## src/rtl/writeback_sequencer_if.sv

```systemverilog
// Writeback-stage bundle: retiring-instruction inputs, data-memory handshake
// and register-file write port shared by the sequencer and its upstream.
interface writeback_sequencer_if #(
  parameter int DATA_W = 32,
  parameter int REG_AW = 5
);
  logic              instr_valid;
  logic [REG_AW-1:0] rd;
  logic              reg_wr_req;
  logic              mem_to_reg;
  logic              load_byte;
  logic              read_pc_4;
  logic [DATA_W-1:0] alu_value;
  logic [DATA_W-1:0] pc_4_value;
  logic              mem_read;
  logic              mem_ready;
  logic [DATA_W-1:0] memory_value;
  logic              reg_write;
  logic [REG_AW-1:0] reg_waddr;
  logic [DATA_W-1:0] reg_wdata;
  logic              stall;
  logic              mem_error;

  modport master (
    output instr_valid, rd, reg_wr_req, mem_to_reg, load_byte, read_pc_4,
           alu_value, pc_4_value, mem_ready, memory_value,
    input  mem_read, reg_write, reg_waddr, reg_wdata, stall, mem_error
  );

  modport slave (
    input  instr_valid, rd, reg_wr_req, mem_to_reg, load_byte, read_pc_4,
           alu_value, pc_4_value, mem_ready, memory_value,
    output mem_read, reg_write, reg_waddr, reg_wdata, stall, mem_error
  );
endinterface

```

## src/rtl/writeback_sequencer.sv

```systemverilog
// RV32 writeback sequencer: picks pc+4 / ALU / memory result, runs the load
// handshake with timeout, and drives the register-file write port.
module writeback_sequencer #(
  parameter int DATA_W      = 32,
  parameter int REG_AW      = 5,
  parameter int MEM_TIMEOUT = 15
) (
  input logic                 clk,
  input logic                 rst,
  writeback_sequencer_if.slave bus
);
  localparam int CNT_W = (MEM_TIMEOUT > 1) ? $clog2(MEM_TIMEOUT) : 1;

  typedef enum logic {IDLE, MEM_WAIT} state_t;

  state_t            state;
  logic [CNT_W-1:0]  count;
  logic [REG_AW-1:0] rd_q;
  logic              wr_req_q;
  logic              byte_q;
  logic [DATA_W-1:0] sel_data;
  logic [DATA_W-1:0] fmt_data;
  logic              is_load;

  assign bus.stall = (state == MEM_WAIT);
  assign is_load   = bus.mem_to_reg && !bus.read_pc_4;

  always_comb begin
    sel_data = bus.alu_value;
    if (bus.read_pc_4) sel_data = bus.pc_4_value;
  end

  always_comb begin
    fmt_data = bus.memory_value;
    if (byte_q) fmt_data = {{(DATA_W-8){1'b0}}, bus.memory_value[7:0]};
  end

  // Write port only updates on an actual write so waddr/wdata hold otherwise.
  always_ff @(posedge clk) begin
    if (rst) begin
      state         <= IDLE;
      count         <= '0;
      rd_q          <= '0;
      wr_req_q      <= 1'b0;
      byte_q        <= 1'b0;
      bus.mem_read  <= 1'b0;
      bus.reg_write <= 1'b0;
      bus.reg_waddr <= '0;
      bus.reg_wdata <= '0;
      bus.mem_error <= 1'b0;
    end else begin
      bus.reg_write <= 1'b0;
      bus.mem_error <= 1'b0;
      case (state)
        IDLE: begin
          if (bus.instr_valid) begin
            if (is_load) begin
              rd_q         <= bus.rd;
              wr_req_q     <= bus.reg_wr_req;
              byte_q       <= bus.load_byte;
              bus.mem_read <= 1'b1;
              count        <= '0;
              state        <= MEM_WAIT;
            end else if (bus.reg_wr_req && bus.rd != '0) begin
              bus.reg_write <= 1'b1;
              bus.reg_waddr <= bus.rd;
              bus.reg_wdata <= sel_data;
            end
          end
        end
        MEM_WAIT: begin
          if (bus.mem_ready) begin
            bus.mem_read <= 1'b0;
            state        <= IDLE;
            if (wr_req_q && rd_q != '0) begin
              bus.reg_write <= 1'b1;
              bus.reg_waddr <= rd_q;
              bus.reg_wdata <= fmt_data;
            end
          end else if (count == CNT_W'(MEM_TIMEOUT - 1)) begin
            bus.mem_read  <= 1'b0;
            bus.mem_error <= 1'b1;
            state         <= IDLE;
          end else begin
            count <= count + 1'b1;
          end
        end
        default: state <= IDLE;
      endcase
    end
  end
endmodule
```

## src/flat_wrapper.sv

```systemverilog
// flat-port wrapper written by rule: the top's interface ports become plain ports
module writeback_sequencer_flat 
#(
  parameter int DATA_W      = 32,
  parameter int REG_AW      = 5,
  parameter int MEM_TIMEOUT = 15
)
  (clk, rst, bus_instr_valid, bus_rd, bus_reg_wr_req, bus_mem_to_reg, bus_load_byte, bus_read_pc_4, bus_alu_value, bus_pc_4_value, bus_mem_ready, bus_memory_value, bus_mem_read, bus_reg_write, bus_reg_waddr, bus_reg_wdata, bus_stall, bus_mem_error);
  writeback_sequencer_if #(.DATA_W(DATA_W), .REG_AW(REG_AW)) bus_i ();
  input logic clk;
  input logic rst;
  input wire logic [$bits(bus_i.instr_valid)-1:0] bus_instr_valid;
  input wire logic [$bits(bus_i.rd)-1:0] bus_rd;
  input wire logic [$bits(bus_i.reg_wr_req)-1:0] bus_reg_wr_req;
  input wire logic [$bits(bus_i.mem_to_reg)-1:0] bus_mem_to_reg;
  input wire logic [$bits(bus_i.load_byte)-1:0] bus_load_byte;
  input wire logic [$bits(bus_i.read_pc_4)-1:0] bus_read_pc_4;
  input wire logic [$bits(bus_i.alu_value)-1:0] bus_alu_value;
  input wire logic [$bits(bus_i.pc_4_value)-1:0] bus_pc_4_value;
  input wire logic [$bits(bus_i.mem_ready)-1:0] bus_mem_ready;
  input wire logic [$bits(bus_i.memory_value)-1:0] bus_memory_value;
  output wire logic [$bits(bus_i.mem_read)-1:0] bus_mem_read;
  output wire logic [$bits(bus_i.reg_write)-1:0] bus_reg_write;
  output wire logic [$bits(bus_i.reg_waddr)-1:0] bus_reg_waddr;
  output wire logic [$bits(bus_i.reg_wdata)-1:0] bus_reg_wdata;
  output wire logic [$bits(bus_i.stall)-1:0] bus_stall;
  output wire logic [$bits(bus_i.mem_error)-1:0] bus_mem_error;
  assign bus_i.instr_valid = bus_instr_valid;
  assign bus_i.rd = bus_rd;
  assign bus_i.reg_wr_req = bus_reg_wr_req;
  assign bus_i.mem_to_reg = bus_mem_to_reg;
  assign bus_i.load_byte = bus_load_byte;
  assign bus_i.read_pc_4 = bus_read_pc_4;
  assign bus_i.alu_value = bus_alu_value;
  assign bus_i.pc_4_value = bus_pc_4_value;
  assign bus_i.mem_ready = bus_mem_ready;
  assign bus_i.memory_value = bus_memory_value;
  assign bus_mem_read = bus_i.mem_read;
  assign bus_reg_write = bus_i.reg_write;
  assign bus_reg_waddr = bus_i.reg_waddr;
  assign bus_reg_wdata = bus_i.reg_wdata;
  assign bus_stall = bus_i.stall;
  assign bus_mem_error = bus_i.mem_error;
  writeback_sequencer #(.DATA_W(DATA_W), .REG_AW(REG_AW), .MEM_TIMEOUT(MEM_TIMEOUT)) u_core (.clk(clk), .rst(rst), .bus(bus_i));
endmodule
```

## config.mk

```make
export PLATFORM = sky130hd
export DESIGN_NAME = writeback_sequencer_flat
export DESIGN_NICKNAME = d
export VERILOG_FILES = /design/src/rtl/writeback_sequencer_if.sv /design/src/rtl/writeback_sequencer.sv /design/src/flat_wrapper.sv
export SDC_FILE = /design/constraint.sdc
export NUM_CORES = 1
export LEC_CHECK = 0
export ABC_AREA = 1
export BUFFER_PORTS_ARGS = -buffer_cell sky130_fd_sc_hd__buf_2
export CORE_UTILIZATION = 30
export CTS_CLUSTER_DIAMETER = 50
export CTS_CLUSTER_SIZE = 30
export DETAILED_ROUTE_END_ITERATION = 8
export GPL_ROUTABILITY_DRIVEN = 0
export PLACE_DENSITY = 0.6
export REMOVE_ABC_BUFFERS = 1
export SLEW_MARGIN = 0
export SYNTH_ARGS = -nofsm -noshare
export SYNTH_HDL_FRONTEND = slang
export SYNTH_SLANG_ARGS = --single-unit
```

## constraint.sdc

```tcl
create_clock -name clk -period 1.4 [get_ports clk]
set_clock_uncertainty 0.1 [all_clocks]
set_input_delay 0.28 -clock clk [delete_from_list [all_inputs] [get_ports clk]]
set_output_delay 0.28 -clock clk [all_outputs]
set_load 0.02 [all_outputs]
```

Word-level counts from Yosys, hierarchy flattened
Cells that the tools add are included.
Widths: inputs -> output; s select.
Cells by class
  add/sub/neg operators: 1
  multiply operators: 0
  div/mod/pow operators: 0
  $lt $le $gt $ge: 0
  eq/ne operators: 10
  shifts and indexed selects: 0
  mux-type cells: 36
  bitwise logic cells: 1
  reduce and logical (&&, ||, !) cells: 11
Operators with widths (count)
  $mux 32: 7
  $pmux 32 s2: 1
  $mux 5: 5
  $mux 4: 4
  $mux 1: 14
  $ne 2x2->1 const B: 6
  $pmux 5 s2: 1
  $reduce_bool 5->1: 2
  $pmux 4 s2: 1
  $pmux 1 s2: 3
  $reduce_and 3->1: 2
  $reduce_and 5->1: 1
  $add 4x1->4 const B: 1
  $eq 4x4->1 const B: 1
  $ne 2x1->1 const B: 2
  $reduce_and 4->1: 1
  $logic_and 1x1->1: 3
  $ne 3x3->1 const B: 1
  $reduce_or 3->1: 1
  $logic_not 1->1: 1
  $not 1->1: 1
Storage, ports and cells
  flip-flop bits (word level): 52
  latch bits: 0
  RAM bits: 0
  ROM bits: 0
  input bits: 109
  memories: 0

Longest topological paths before layout
  depth in word-level cells: 6
  mapped depth: 10
  mapped depth without buffers: 8

Least setup slack after synthesis
OpenSTA, ideal clock, no wires.
  path type: register -> register
  start: register u_core.state, in the netlist u_core.bus.stall
  end: register u_core.bus.reg_waddr[4]
  library setup time: 0.115 ns
  arrival: 1.291 ns
  slack: -0.106 ns
  cell stages (with the launch flop): 9
  buffers on the path: 3
  period minus slack after synthesis: 1.506 ns
  cells stage by stage: dfxtp_1 > buf_6 > nand2_1 > inv_1 > nand3_1 > buf_2 > buf_2 > a21oi_1 > nor2_1
Between the ends
  word-level cells in the longest chain between the ends: 3
  elaborated cells between the ends (all ways): 8
Ends and longest elaborated chain
  from (decl): line writeback_sequencer.sv:16  | state_t state;
  from (signal assigned): line writeback_sequencer.sv:41  | state <= IDLE;
  from (signal assigned): line writeback_sequencer.sv:63  | state <= MEM_WAIT;
  from (signal assigned): line writeback_sequencer.sv:74  | state <= IDLE;
  $not 1->1: line writeback_sequencer.sv:54  | case (state)
  $ne 2x2->1 (no line) / $ne 2x1->1 (equally long branches)
  $reduce_and 5->1 (no line)
  to (signal assigned): line writeback_sequencer.sv:66  | bus.reg_waddr <= bus.rd;
  to (signal assigned): line writeback_sequencer.sv:77  | bus.reg_waddr <= rd_q;
  to (decl): line writeback_sequencer_if.sv:33  | output mem_read, reg_write, reg_waddr, reg_wdata, stall, mem_error
Several ways; a longest one is shown, not always the timed one.
A chain may end at the register's enable or synchronous reset.

Worst setup path after layout
  start: register u_core.state, in the netlist u_core.bus.stall
  end: register u_core.bus.reg_wdata[9]
Between the ends
  word-level cells in the longest chain between the ends: 3
  elaborated cells between the ends (all ways): 8
Ends and longest elaborated chain
  $not 1->1: line writeback_sequencer.sv:54
  $ne 2x2->1 (no line) / $ne 2x1->1 (equally long branches)
  $reduce_and 5->1 (no line)
  to (signal assigned): line writeback_sequencer.sv:67  | bus.reg_wdata <= sel_data;
  to (signal assigned): line writeback_sequencer.sv:78  | bus.reg_wdata <= fmt_data;
  to (decl): line writeback_sequencer_if.sv:33
Several ways; a longest one is shown, not always the timed one.

==> metrics.txt <==
failing checks setup timing; Synth Instances 540; number of synthesized flops with an enable pin 0; status finished, violations left; Layout Area Growth over Synthesis 45.2%; Max-Slew Margin vs Limit between 60% and 70%; Fmax slightly below 700 MHz; number of buffers added on ports 149; # IOs 150; setup ws final -0.0603 ns; CTS tree built; Yosys reg bits 52; synth top area cells dfxtp_1, nor2_1, nand2_1; RR Startpoint u_core.bus.stall$_SDFF_PP0_; Crit path arrival time about 1.6 ns; clock slew at reported path FFs between 0.1 and 0.15 ns; critical path type reg2reg; Final Setup Violations 34; async set or reset register ratio after synthesis 0%; Clock Sinks 52; Setup crit start u_core.bus.stall$_SDFF_PP0_; RSZ-0062 raised after global routing yes; Cell Rows 37; DR iter-0 viols around 220; crit share post-route 104%; Core Box Area a little over 0.01 sq mm; Starting Density 31.0%; cell taking the most area after synthesis dfxtp_1; layout cells sized above 1 around a third; die area between 0.01 and 0.015 sq mm; Avg Cell Area, Syn about 5.9 sq um; n_diodes 0; design area around 0.0047 sq mm; most common cell in the netlist nor2_1; TritonCTS buffer count 5; Vias/cell 4.50; first-pass GRT wire length approximately 15000 microns; Post-Syn Area 0.00321 sq mm; hpwl dp between 6000 and 7000 microns; commonest cells in the netlist nor2_1, nand2_1, inv_1; CP Launch Type register; GRT Resource Usage Total between 10% and 20%; minimum clock period about 1.5 ns; PD cells around 800 mW/mm^2; Hold Path Class in2reg; layout net count 802; Clock Root Buffer clkbuf_8; Wirelength per Cell 12.2 microns; Layout fillers roughly 1100; Reg2Reg Setup Slack -0.06 ns; CP endpoint kind register; DP Area approximately 0.0042 sq mm; ys flop type dfxtp_1; Vias about 3700; Max Buffers Root-to-Sink 2; Die W ~110 microns; critical path fanouts, max 14; final hold vios 0; non-filler cells in the finished layout approximately 830; sequential element share of the synthesized area about 32%; Unique masters post-synth 27; Reg2Reg Capture Point u_core.bus.reg_wdata[9]$_SDFFE_PP0P_; dpl cells approximately 800; antenna-violating nets left 0; post-route setup TNS -0.947 ns; r2r worst-path depth 8; Die H between 100 and 150 microns; Yosys Warn Count 0; VDD IR-drop max about 0.42 mV; Worst Tran Pin Value 0.476 ns; total wire length 10100 microns; vias in the first global route ~3400; hold_sp bus_mem_ready; top cell type's share of synthesized area roughly a third; Worst Path Required approximately 1.5 ns; DRC viols 0; max cap viols 0; initial antenna violation count 0; worst hold endpoint u_core.bus.mem_error$_SDFF_PP0_; pin count of the biggest net entering global routing 48; Worst Hold Depth 2; max-slew violations 0; clock latency on the worst-skew pair between 0.3 and 0.4 ns; static leakage approximately 2.6 nW; GRT overflow 0; htree depth 2; DRT Pass-1 Iters 4
==> sequential cells by signal, summed over array words and instances (netlist names) <==
signal and count:
u_core.bus.reg_wdata 32, u_core.bus.mem_error 1, u_core.byte_q 1, u_core.bus.reg_waddr 5, u_core.count 4, u_core.bus.mem_read 1, u_core.wr_req_q 1, u_core.rd_q 5
u_core.bus.reg_write 1, u_core.bus.stall 1
==> placed cells by master (no fill, tap or decap), drive strengths merged, types with 8 or more instances in the layout <==
master  count
buf       175
nor2      115
nand2     102
inv        73
dfxtp      52
nand3      45
a21oi      43
o21ai      33
or2        26
clkbuf     10
a31oi       8
==> final cells by class <==
cell class	instances	area [sq um]	area share [%]
repair buffers	181	1220	26.3
flip-flops and latches	52	1050	22.5
well taps	136	170	3.65
inverters	73	279	5.98
clock inverters	3	46.3	0.993
multi-input cells	378	1830	39.2
clock buffers	5	68.8	1.48
==> where the power goes <==
| part | internal, W | switching [W] |
|---|---|---|
| sequential | 0.00157 | 0.0000484 |
| combinational | 0.000470 | 0.000557 |
| clock | 0.000539 | 0.000532 |
==> critical path, cell delays in order (launching register included) <==
cell       delay, ns
dfxtp_4         0.40
inv_6           0.09
nand2_4         0.05
nor2_4          0.10
nand3_4         0.08
buf_12          0.16
clkbuf_16       0.18
a21oi_1         0.13
nor2_1          0.06
==> what timing repair did <==
| item | 4_1_cts | 5_1_grt |
|---|---|---|
| cloned | 1 | 7 |
| resized for setup | 9 | 35 |
| hold buffers | 0 | 0 |
| buffers inserted | 2 | 3 |
| pin swaps | 0 | 2 |
| setup endpoints to repair | 37 | 49 |
==> worst max-delay path by stage <==
stage / endpoint / slack [ns] / cells after the start
2_1_floorplan: u_core.bus.reg_waddr[0]$_SDFFE_PP0P_ / -1.78 / 5
3_3_place_gp: u_core.count[1]$_SDFFE_PP0P_ / -0.01 / 7
3_5_place_dp: u_core.count[1]$_SDFFE_PP0P_ / -0.06 / 7
4_1_cts: u_core.bus.reg_waddr[0]$_SDFFE_PP0P_ / -0.003 / 7
5_1_grt: u_core.bus.reg_wdata[14]$_SDFFE_PP0P_ / -0.12 / 8
6_report: u_core.bus.reg_wdata[9]$_SDFFE_PP0P_ / -0.06 / 8
==> per-layer routing <==
layer / up-vias / share of wire, % / global-route usage [%]
li1: 1972 / - / -
met1: 1652 / 47 / 20.5
met2: 97 / 47 / 30.0
met3: 6 / 4.8 / 3.22
met4: 0 / 0.95 / 3.42
met5: - / 0 / 0
==> kinds of logic (layout without fill, tap and decap cells) <==
| family | Yosys count | after routing | synth area share [%] |
|---|---|---|---|
| AND/OR/NAND/NOR | 290 | 290 | 38.2 |
| adder cells (fa/ha/maj) | 2 | 2 | 0.779 |
| flip-flops | 52 | 52 | 32.4 |
| AO/OA/AOI/OAI | 86 | 86 | 14.0 |
| buffers and inverters | 110 | 262 | 14.6 |
==> stage by stage <==
stage / hold slack (ns) / power [W] / setup WS [ns] / utilization [%]
2_1_floorplan: 0.249 / 0.00216 / -1.78 / -
3_3_place_gp: 0.351 / 0.00254 / -0.0144 / 40.1
3_5_place_dp: 0.356 / 0.00255 / -0.0594 / 40.1
4_1_cts: 0.0949 / 0.00366 / -0.00334 / 41.9
5_1_grt: 0.0996 / 0.00397 / -0.117 / 45.0
6_report: 0.0965 / 0.00372 / -0.0603 / 45.0
Note: power is estimated with default switching activity, not from simulation.
